$ cat src/rtl/vga_pkg.sv
// Shared VGA timing defaults, counter types and the four-phase enum used by
// both axis counters.
package vga_pkg;

  localparam int CNT_W = 10;

  localparam int DEF_H_ACTIVE = 640;
  localparam int DEF_H_FP     = 16;
  localparam int DEF_H_SYNC   = 96;
  localparam int DEF_H_BP     = 48;

  localparam int DEF_V_ACTIVE = 480;
  localparam int DEF_V_FP     = 10;
  localparam int DEF_V_SYNC   = 2;
  localparam int DEF_V_BP     = 33;

  typedef logic [CNT_W-1:0] count_t;

  typedef enum logic [1:0] {ACTIVE, FP, SYNC, BP} phase_t;

  function automatic int axis_total(input int active_len, input int fp_len,
                                    input int sync_len, input int bp_len);
    return active_len + fp_len + sync_len + bp_len;
  endfunction

  localparam int DEF_H_TOTAL = axis_total(DEF_H_ACTIVE, DEF_H_FP, DEF_H_SYNC, DEF_H_BP);
  localparam int DEF_V_TOTAL = axis_total(DEF_V_ACTIVE, DEF_V_FP, DEF_V_SYNC, DEF_V_BP);

endpackage

$ cat src/rtl/vga_axis_counter.sv
// One display axis: position counter, ACTIVE/FP/SYNC/BP phase FSM and wrap flag.
// Sync and active flags are produced from the next phase so the parent can register them.
module vga_axis_counter
  import vga_pkg::*;
#(
  parameter int ACTIVE_LEN = DEF_H_ACTIVE,
  parameter int FP_LEN     = DEF_H_FP,
  parameter int SYNC_LEN   = DEF_H_SYNC,
  parameter int BP_LEN     = DEF_H_BP
) (
  input  logic   clk,
  input  logic   rst,
  input  logic   en,
  output count_t count,
  output logic   wrap,
  output logic   sync_n_next,
  output logic   active_next
);

  localparam int     TOTAL      = axis_total(ACTIVE_LEN, FP_LEN, SYNC_LEN, BP_LEN);
  localparam count_t END_ACTIVE = count_t'(ACTIVE_LEN - 1);
  localparam count_t END_FP     = count_t'(ACTIVE_LEN + FP_LEN - 1);
  localparam count_t END_SYNC   = count_t'(ACTIVE_LEN + FP_LEN + SYNC_LEN - 1);
  localparam count_t END_TOTAL  = count_t'(TOTAL - 1);

  phase_t phase, phase_next;

  // Wrap is explicit at the configured total, never at the counter's natural rollover.
  assign wrap = en && (count == END_TOTAL);

  // NOTE: sequential state uses non-blocking assignments so every flop samples
  // the pre-edge values, independent of process evaluation order.
  always_ff @(posedge clk or posedge rst) begin
    if (rst) begin
      count <= '0;
    end else if (en) begin
      count <= wrap ? '0 : count + 1'b1;
    end
  end

  always_ff @(posedge clk or posedge rst) begin
    if (rst) begin
      phase <= ACTIVE;
    end else begin
      phase <= phase_next;
    end
  end

  // NOTE: phase_next gets a default before the case so no path leaves it
  // unassigned, which would otherwise infer a latch.
  always_comb begin
    phase_next = phase;
    if (en) begin
      unique case (phase)
        ACTIVE: if (count == END_ACTIVE) phase_next = FP;
        FP:     if (count == END_FP)     phase_next = SYNC;
        SYNC:   if (count == END_SYNC)   phase_next = BP;
        BP:     if (count == END_TOTAL)  phase_next = ACTIVE;
      endcase
    end
  end

  always_comb begin
    sync_n_next = (phase_next != SYNC);
    active_next = (phase_next == ACTIVE);
  end

endmodule

$ cat src/rtl/vga_timing_gen.sv
// VGA timing generator clocked by clk, advancing one pixel per rising edge of pix_clk_in.
// Optional completed-frame counter enabled by defining VGA_TIMING_FRAME_CNT_EN.
module vga_timing_gen
  import vga_pkg::*;
#(
  parameter int H_ACTIVE = DEF_H_ACTIVE,
  parameter int H_FP     = DEF_H_FP,
  parameter int H_SYNC   = DEF_H_SYNC,
  parameter int H_BP     = DEF_H_BP,
  parameter int V_ACTIVE = DEF_V_ACTIVE,
  parameter int V_FP     = DEF_V_FP,
  parameter int V_SYNC   = DEF_V_SYNC,
  parameter int V_BP     = DEF_V_BP
) (
  input  logic              clk,
  input  logic              rst,
  input  logic              pix_clk_in,
  output logic              hsync,
  output logic              vsync,
  output logic              video_on,
  output logic [CNT_W-1:0]  x,
  output logic [CNT_W-1:0]  y,
  output logic              line_start,
  output logic              frame_start,
  output logic [15:0]       frame_count
);

  logic   pix_prev;
  logic   pix_tick;
  logic   h_wrap, v_wrap;
  logic   h_sync_n_next, v_sync_n_next;
  logic   h_active_next, v_active_next;
  count_t h_count, v_count;

  // pix_clk_in is treated as data: a tick is its rising edge seen in the clk domain.
  assign pix_tick = pix_clk_in & ~pix_prev;

  vga_axis_counter #(
    .ACTIVE_LEN (H_ACTIVE),
    .FP_LEN     (H_FP),
    .SYNC_LEN   (H_SYNC),
    .BP_LEN     (H_BP)
  ) u_h_axis (
    .clk         (clk),
    .rst         (rst),
    .en          (pix_tick),
    .count       (h_count),
    .wrap        (h_wrap),
    .sync_n_next (h_sync_n_next),
    .active_next (h_active_next)
  );

  vga_axis_counter #(
    .ACTIVE_LEN (V_ACTIVE),
    .FP_LEN     (V_FP),
    .SYNC_LEN   (V_SYNC),
    .BP_LEN     (V_BP)
  ) u_v_axis (
    .clk         (clk),
    .rst         (rst),
    .en          (h_wrap),
    .count       (v_count),
    .wrap        (v_wrap),
    .sync_n_next (v_sync_n_next),
    .active_next (v_active_next)
  );

  assign x = h_count;
  assign y = v_count;

  // Flags are registered from next-phase values so they switch on the same edge as x/y.
  always_ff @(posedge clk or posedge rst) begin
    if (rst) begin
      pix_prev    <= 1'b0;
      hsync       <= 1'b1;
      vsync       <= 1'b1;
      video_on    <= 1'b1;
      line_start  <= 1'b0;
      frame_start <= 1'b0;
    end else begin
      pix_prev    <= pix_clk_in;
      hsync       <= h_sync_n_next;
      vsync       <= v_sync_n_next;
      video_on    <= h_active_next & v_active_next;
      line_start  <= h_wrap;
      frame_start <= v_wrap;
    end
  end

`ifdef VGA_TIMING_FRAME_CNT_EN
  logic [15:0] frame_cnt_q;

  always_ff @(posedge clk or posedge rst) begin
    if (rst) begin
      frame_cnt_q <= '0;
    end else if (v_wrap) begin
      frame_cnt_q <= frame_cnt_q + 16'd1;
    end
  end

  assign frame_count = frame_cnt_q;
`else
  assign frame_count = '0;
`endif

endmodule

$ cat config.mk
export PLATFORM = sky130hd
export DESIGN_NAME = vga_timing_gen
export DESIGN_NICKNAME = d
export VERILOG_FILES = /design/src/rtl/vga_pkg.sv /design/src/rtl/vga_axis_counter.sv /design/src/rtl/vga_timing_gen.sv
export SDC_FILE = /design/constraint.sdc
export NUM_CORES = 1
export LEC_CHECK = 0
export ABC_AREA = 0
export BUFFER_PORTS_ARGS = -buffer_cell sky130_fd_sc_hd__buf_4
export CELL_PAD_IN_SITES_DETAIL_PLACEMENT = 1
export CELL_PAD_IN_SITES_GLOBAL_PLACEMENT = 1
export CORE_MARGIN = 1.5
export CORE_UTILIZATION = 39
export DETAILED_ROUTE_END_ITERATION = 6
export GPL_TIMING_DRIVEN = 0
export PLACE_DENSITY = 0.75
export REMOVE_ABC_BUFFERS = 1
export SLEW_MARGIN = 30
export SYNTH_ARGS = -nofsm -noshare
export SYNTH_HDL_FRONTEND = slang
export SYNTH_SLANG_ARGS = --single-unit
$ cat constraint.sdc
create_clock -name clk -period 2.2 [get_ports clk]
set_input_delay 0.33 -clock clk [delete_from_list [all_inputs] [get_ports clk]]
set_output_delay 0.33 -clock clk [all_outputs]
set_load 0.005 [all_outputs]
==> load_flow_metrics.sql <==
INSERT INTO impl_metrics (metric_group, metric, value, unit) VALUES
('outcome', 'outcome', 'complete, no violations', ''),
('worst_setup_path', 'critical-path-max-stage-delay', '0.66', 'ns'),
('route', 'avgRoutedWirePerCell', '15.2', 'µm'),
('final_layout', 'post_route_cells_drive_above_1_share', '0.254', ''),
('floorplan', 'rows', '23', ''),
('pwr', 'irDropWorstVdd', '0.250', 'mV'),
('floorplan', 'die_height', '68.7', 'µm'),
('pwr', 'share_clk_of_total_power', '0.348', ''),
('logic_synthesis', 'synth_top_family_by_area', 'simple AND/OR/NAND/NOR gates', ''),
('logic_synthesis', 'synth_edf_count', '0', ''),
('cts', 'worst_skew_late_latency', '0.28', 'ns'),
('logic_synthesis', 'synth_flop_cell', 'dfrtp_1', ''),
('logic_synthesis', 'mappedNetlistArea', '1680', 'µm²'),
('worst_setup_path', 'timing.critical_path.required', '2.35', 'ns'),
('timing', 'final-setup-viol-count', '0', ''),
('worst_setup_path', 'crit_type', 'reg -> reg', ''),
('logic_synthesis', 'yosysWarnings', '0', ''),
('logic_synthesis', 'syn_avg_cell_area', '9.55', 'µm²'),
('final_layout', 'layoutNonFillerInstCount', '259', ''),
('placed_design', 'total_instance_count_after_detailed_placement', '244', ''),
('route', 'totalWireLength', '3.93', 'mm'),
('global_route', 'grt-ovfl-total', '0', ''),
('global_route', 'number_of_global_route_vias_before_repair', '1343', ''),
('global_route', 'antenna_found_initial', '0', ''),
('floorplan', 'chipWidth', '68.7', 'µm'),
('cts', 'cts.reportedPaths.clkPinSlew', '0.06', 'ns'),
('timing', 'finalWorstPathRequiredPeriod', '2.09', 'ns'),
('timing', 'worst-slew-pin-transition', '0.637', 'ns'),
('pwr', 'fin_total_pwr', '1.31', 'mW'),
('placed_design', 'finalWeightedCongestion', '0.784', ''),
('route', 'first_iter_violations', '59', ''),
('cts', 'number_of_clock_buffers_inserted_by_tritoncts', '5', ''),
('logic_synthesis', 'synth_cell_types', '45', ''),
('placed_design', 'placement.io_buffers', '27', ''),
('pwr', 'p_switching', '358', 'µW'),
('pwr', 'power_per_cell_area', '654', 'nW/µm²'),
('route', 'via_per_inst', '5.28', ''),
('worst_setup_path', 'reg2reg_slack', '0.11', 'ns'),
('logic_synthesis', 'postSynthRegisterBits', '30', ''),
('cts', 'cts_htree_levels', '2', ''),
('final_layout', 'final.fill_count', '488', ''),
('worst_setup_path', 'worstPathCellList', 'or3_4 > or4_1 > a21oi_1 > nand2b_1 > o31ai_1', ''),
('logic_synthesis', 'synth_compound_area_frac', '0.0990', ''),
('final_layout', 'layout-area-overhead-vs-synth', '18.9', '%'),
('global_route', 'grt_start_max_net_pins', '31', ''),
('final_layout', 'nets', '215', ''),
('timing', 'finalClockSkew', '0.00327', 'ns'),
('worst_setup_path', 'timing.critical_path.slowest_stage_cell', 'or4_1', ''),
('route', 'first_pass_iters', '4', ''),
('flow_run', 'maxCapViolCount', '0', ''),
('route', 'vias', '1368', ''),
('worst_setup_path', 'destination_of_the_worst_register_to_register_timing_path', 'u_v_axis.count[4]', ''),
('cts', 'cts-root-buf', 'clkbuf_8', ''),
('logic_synthesis', 'netlist_instances', '176', ''),
('timing', 'final.period_utilization', '0.952', ''),
('worst_setup_path', 'start_kind', 'flip-flop', ''),
('global_route', 'first_pass_grt_wire_length', '6.38', 'mm'),
('route', 'drc', '0', ''),
('floorplan', 'initial_core_utilization', '0.412', ''),
('pwr', 'seq_power_share', '0.513', ''),
('timing', 'clock.fmax', '0.478', 'GHz'),
('worst_setup_path', 'critPathMaxFanout', '10', ''),
('logic_synthesis', 'synthAdderAreaFrac', '0.0298', ''),
('floorplan', 'core_area', '4090', 'µm²'),
('hold_path', 'worstHoldPathType', 'in -> async', ''),
('pwr', 'power_frac_comb', '0.139', ''),
('floorplan', 'design.die.area', '4710', 'µm²'),
('timing', 'finalMaxSlewViolations', '0', ''),
('worst_setup_path', 'critical_path_arrival', '2.25', 'ns'),
('worst_setup_path', 'timing.rr.start', 'u_v_axis.count[5]', ''),
('timing', 'grt_setup_unrepaired', 'true', '');
metal layers:
layer	part of all wire	global-route usage
met3	0.041	0.0471
met5	0	0
met4	0.021	0.0875
met1	0.43	0.221
met2	0.51	0.313
cells in the final DEF (no fill, tap or decap), types with 2 or more instances in the layout:
cell / instances
ha_1: 4
o21ai_0: 14
nor3_1: 5
nand3_1: 15
a21oi_1: 3
clkbuf_8: 6
nor3_2: 2
nand4b_1: 2
inv_1: 3
a31oi_1: 2
nor2_1: 4
nand2b_1: 8
nor2b_1: 4
nor4_1: 2
xnor2_1: 8
conb_1: 16
inv_2: 2
buf_4: 34
dfstp_2: 3
nand2_1: 18
dfrtp_1: 27
nand4_1: 2
flip-flops by register name, summed over array words and instances (netlist names):
register and flops:
vsync 1, video_on 1, pix_prev 1, frame_start 1, u_h_axis.phase 2, u_v_axis.count 10
u_v_axis.phase 2, hsync 1, line_start 1, u_h_axis.count 10
worst max-delay path, delay by kind of cell (launching register included):
kind | cells | cell delay, ns
DFF | 1 | 0.50
AOI/OAI and AO/OA | 2 | 0.25
and+or+nand+nor | 3 | 1.23
cell usage after synthesis, types with 2 or more instances:
master | number | area [µm²]
dfstp_2 | 3 | 78.8
inv_1 | 5 | 18.8
nor4_1 | 2 | 12.5
nor2_1 | 4 | 15.0
o21ai_0 | 14 | 70.1
nand4_1 | 2 | 12.5
a21oi_1 | 3 | 15.0
nand4b_1 | 2 | 17.5
nor3_1 | 7 | 35.0
ha_1 | 4 | 50.1
nand3_1 | 15 | 75.1
nor2b_1 | 4 | 25.0
dfrtp_1 | 27 | 676
buf_4 | 16 | 120
nand2_1 | 18 | 67.6
a31oi_1 | 2 | 12.5
clkbuf_1 | 6 | 22.5
xnor2_1 | 8 | 70.1
nand2b_1 | 8 | 50.1
final cells by class:
cell class / instances / area (µm²) / share of cell area
Sequential cell: 30 / 754 / 0.377
Clock buffer: 7 / 86.3 / 0.0432
Timing Repair Buffer: 34 / 255 / 0.128
Clock inverter: 1 / 5.00 / 0.00250
Tap cell: 50 / 62.6 / 0.0313
Inverter: 5 / 18.8 / 0.00939
Multi-Input combinational cell: 132 / 817 / 0.409
power groups by stage:
stage | combinational, mW | clock (mW) | sequential (mW)
3_3_place_gp | 0.174 | 0 | 0.673
2_1_floorplan | 0.0876 | 0 | 0.668
4_1_cts | 0.184 | 0.477 | 0.670
3_5_place_dp | 0.183 | 0 | 0.680
5_1_grt | 0.206 | 0.503 | 0.680
6_report | 0.181 | 0.455 | 0.670
how the worst max path moves through the flow:
stage,from,end,slack [ns],cells after the start
after floorplan,u_h_axis.count[0],video_on,0.18,7
after global placement,u_h_axis.count[0],video_on,-0.32,7
after detailed placement,u_h_axis.count[0],video_on,-0.46,7
after CTS,u_v_axis.count[1],video_on,0.04,7
after global routing,u_h_axis.count[0],video_on,-0.01,7
final,u_v_axis.count[5],u_v_axis.count[4],0.11,5
metrics by stage:
stage | TNS, ns | setup WS [ns] | hold slack (ns) | instance area (µm²)
2_1_floorplan | 0 | 0.178 | 0.361 | 1580
3_3_place_gp | -0.861 | -0.323 | 0.462 | 1840
3_5_place_dp | -1.99 | -0.456 | 0.471 | 1840
4_1_cts | 0 | 0.0444 | 0.169 | 1970
5_1_grt | -0.0146 | -0.0146 | 0.173 | 2000
6_report | 0 | 0.107 | 0.139 | 2000
what timing repair did:
| action | CTS | global route |
|---|---|---|
| pin swaps | 1 | 1 |
| setup buffers | 4 | 3 |
| endpoints found under the setup margin | 11 | 4 |
| resized for setup | 2 | 2 |
| hold buffers | 0 | 0 |
kinds of logic after synthesis:
| family | count (synthesis) |
|---|---|
| compound gates | 27 |
| flops | 30 |
| simple gates | 76 |
| other cells | 1 |
| fa+ha+maj | 4 |
| xor+xnor | 9 |
| buf+inv | 29 |
(Power assumes the default switching activity.)
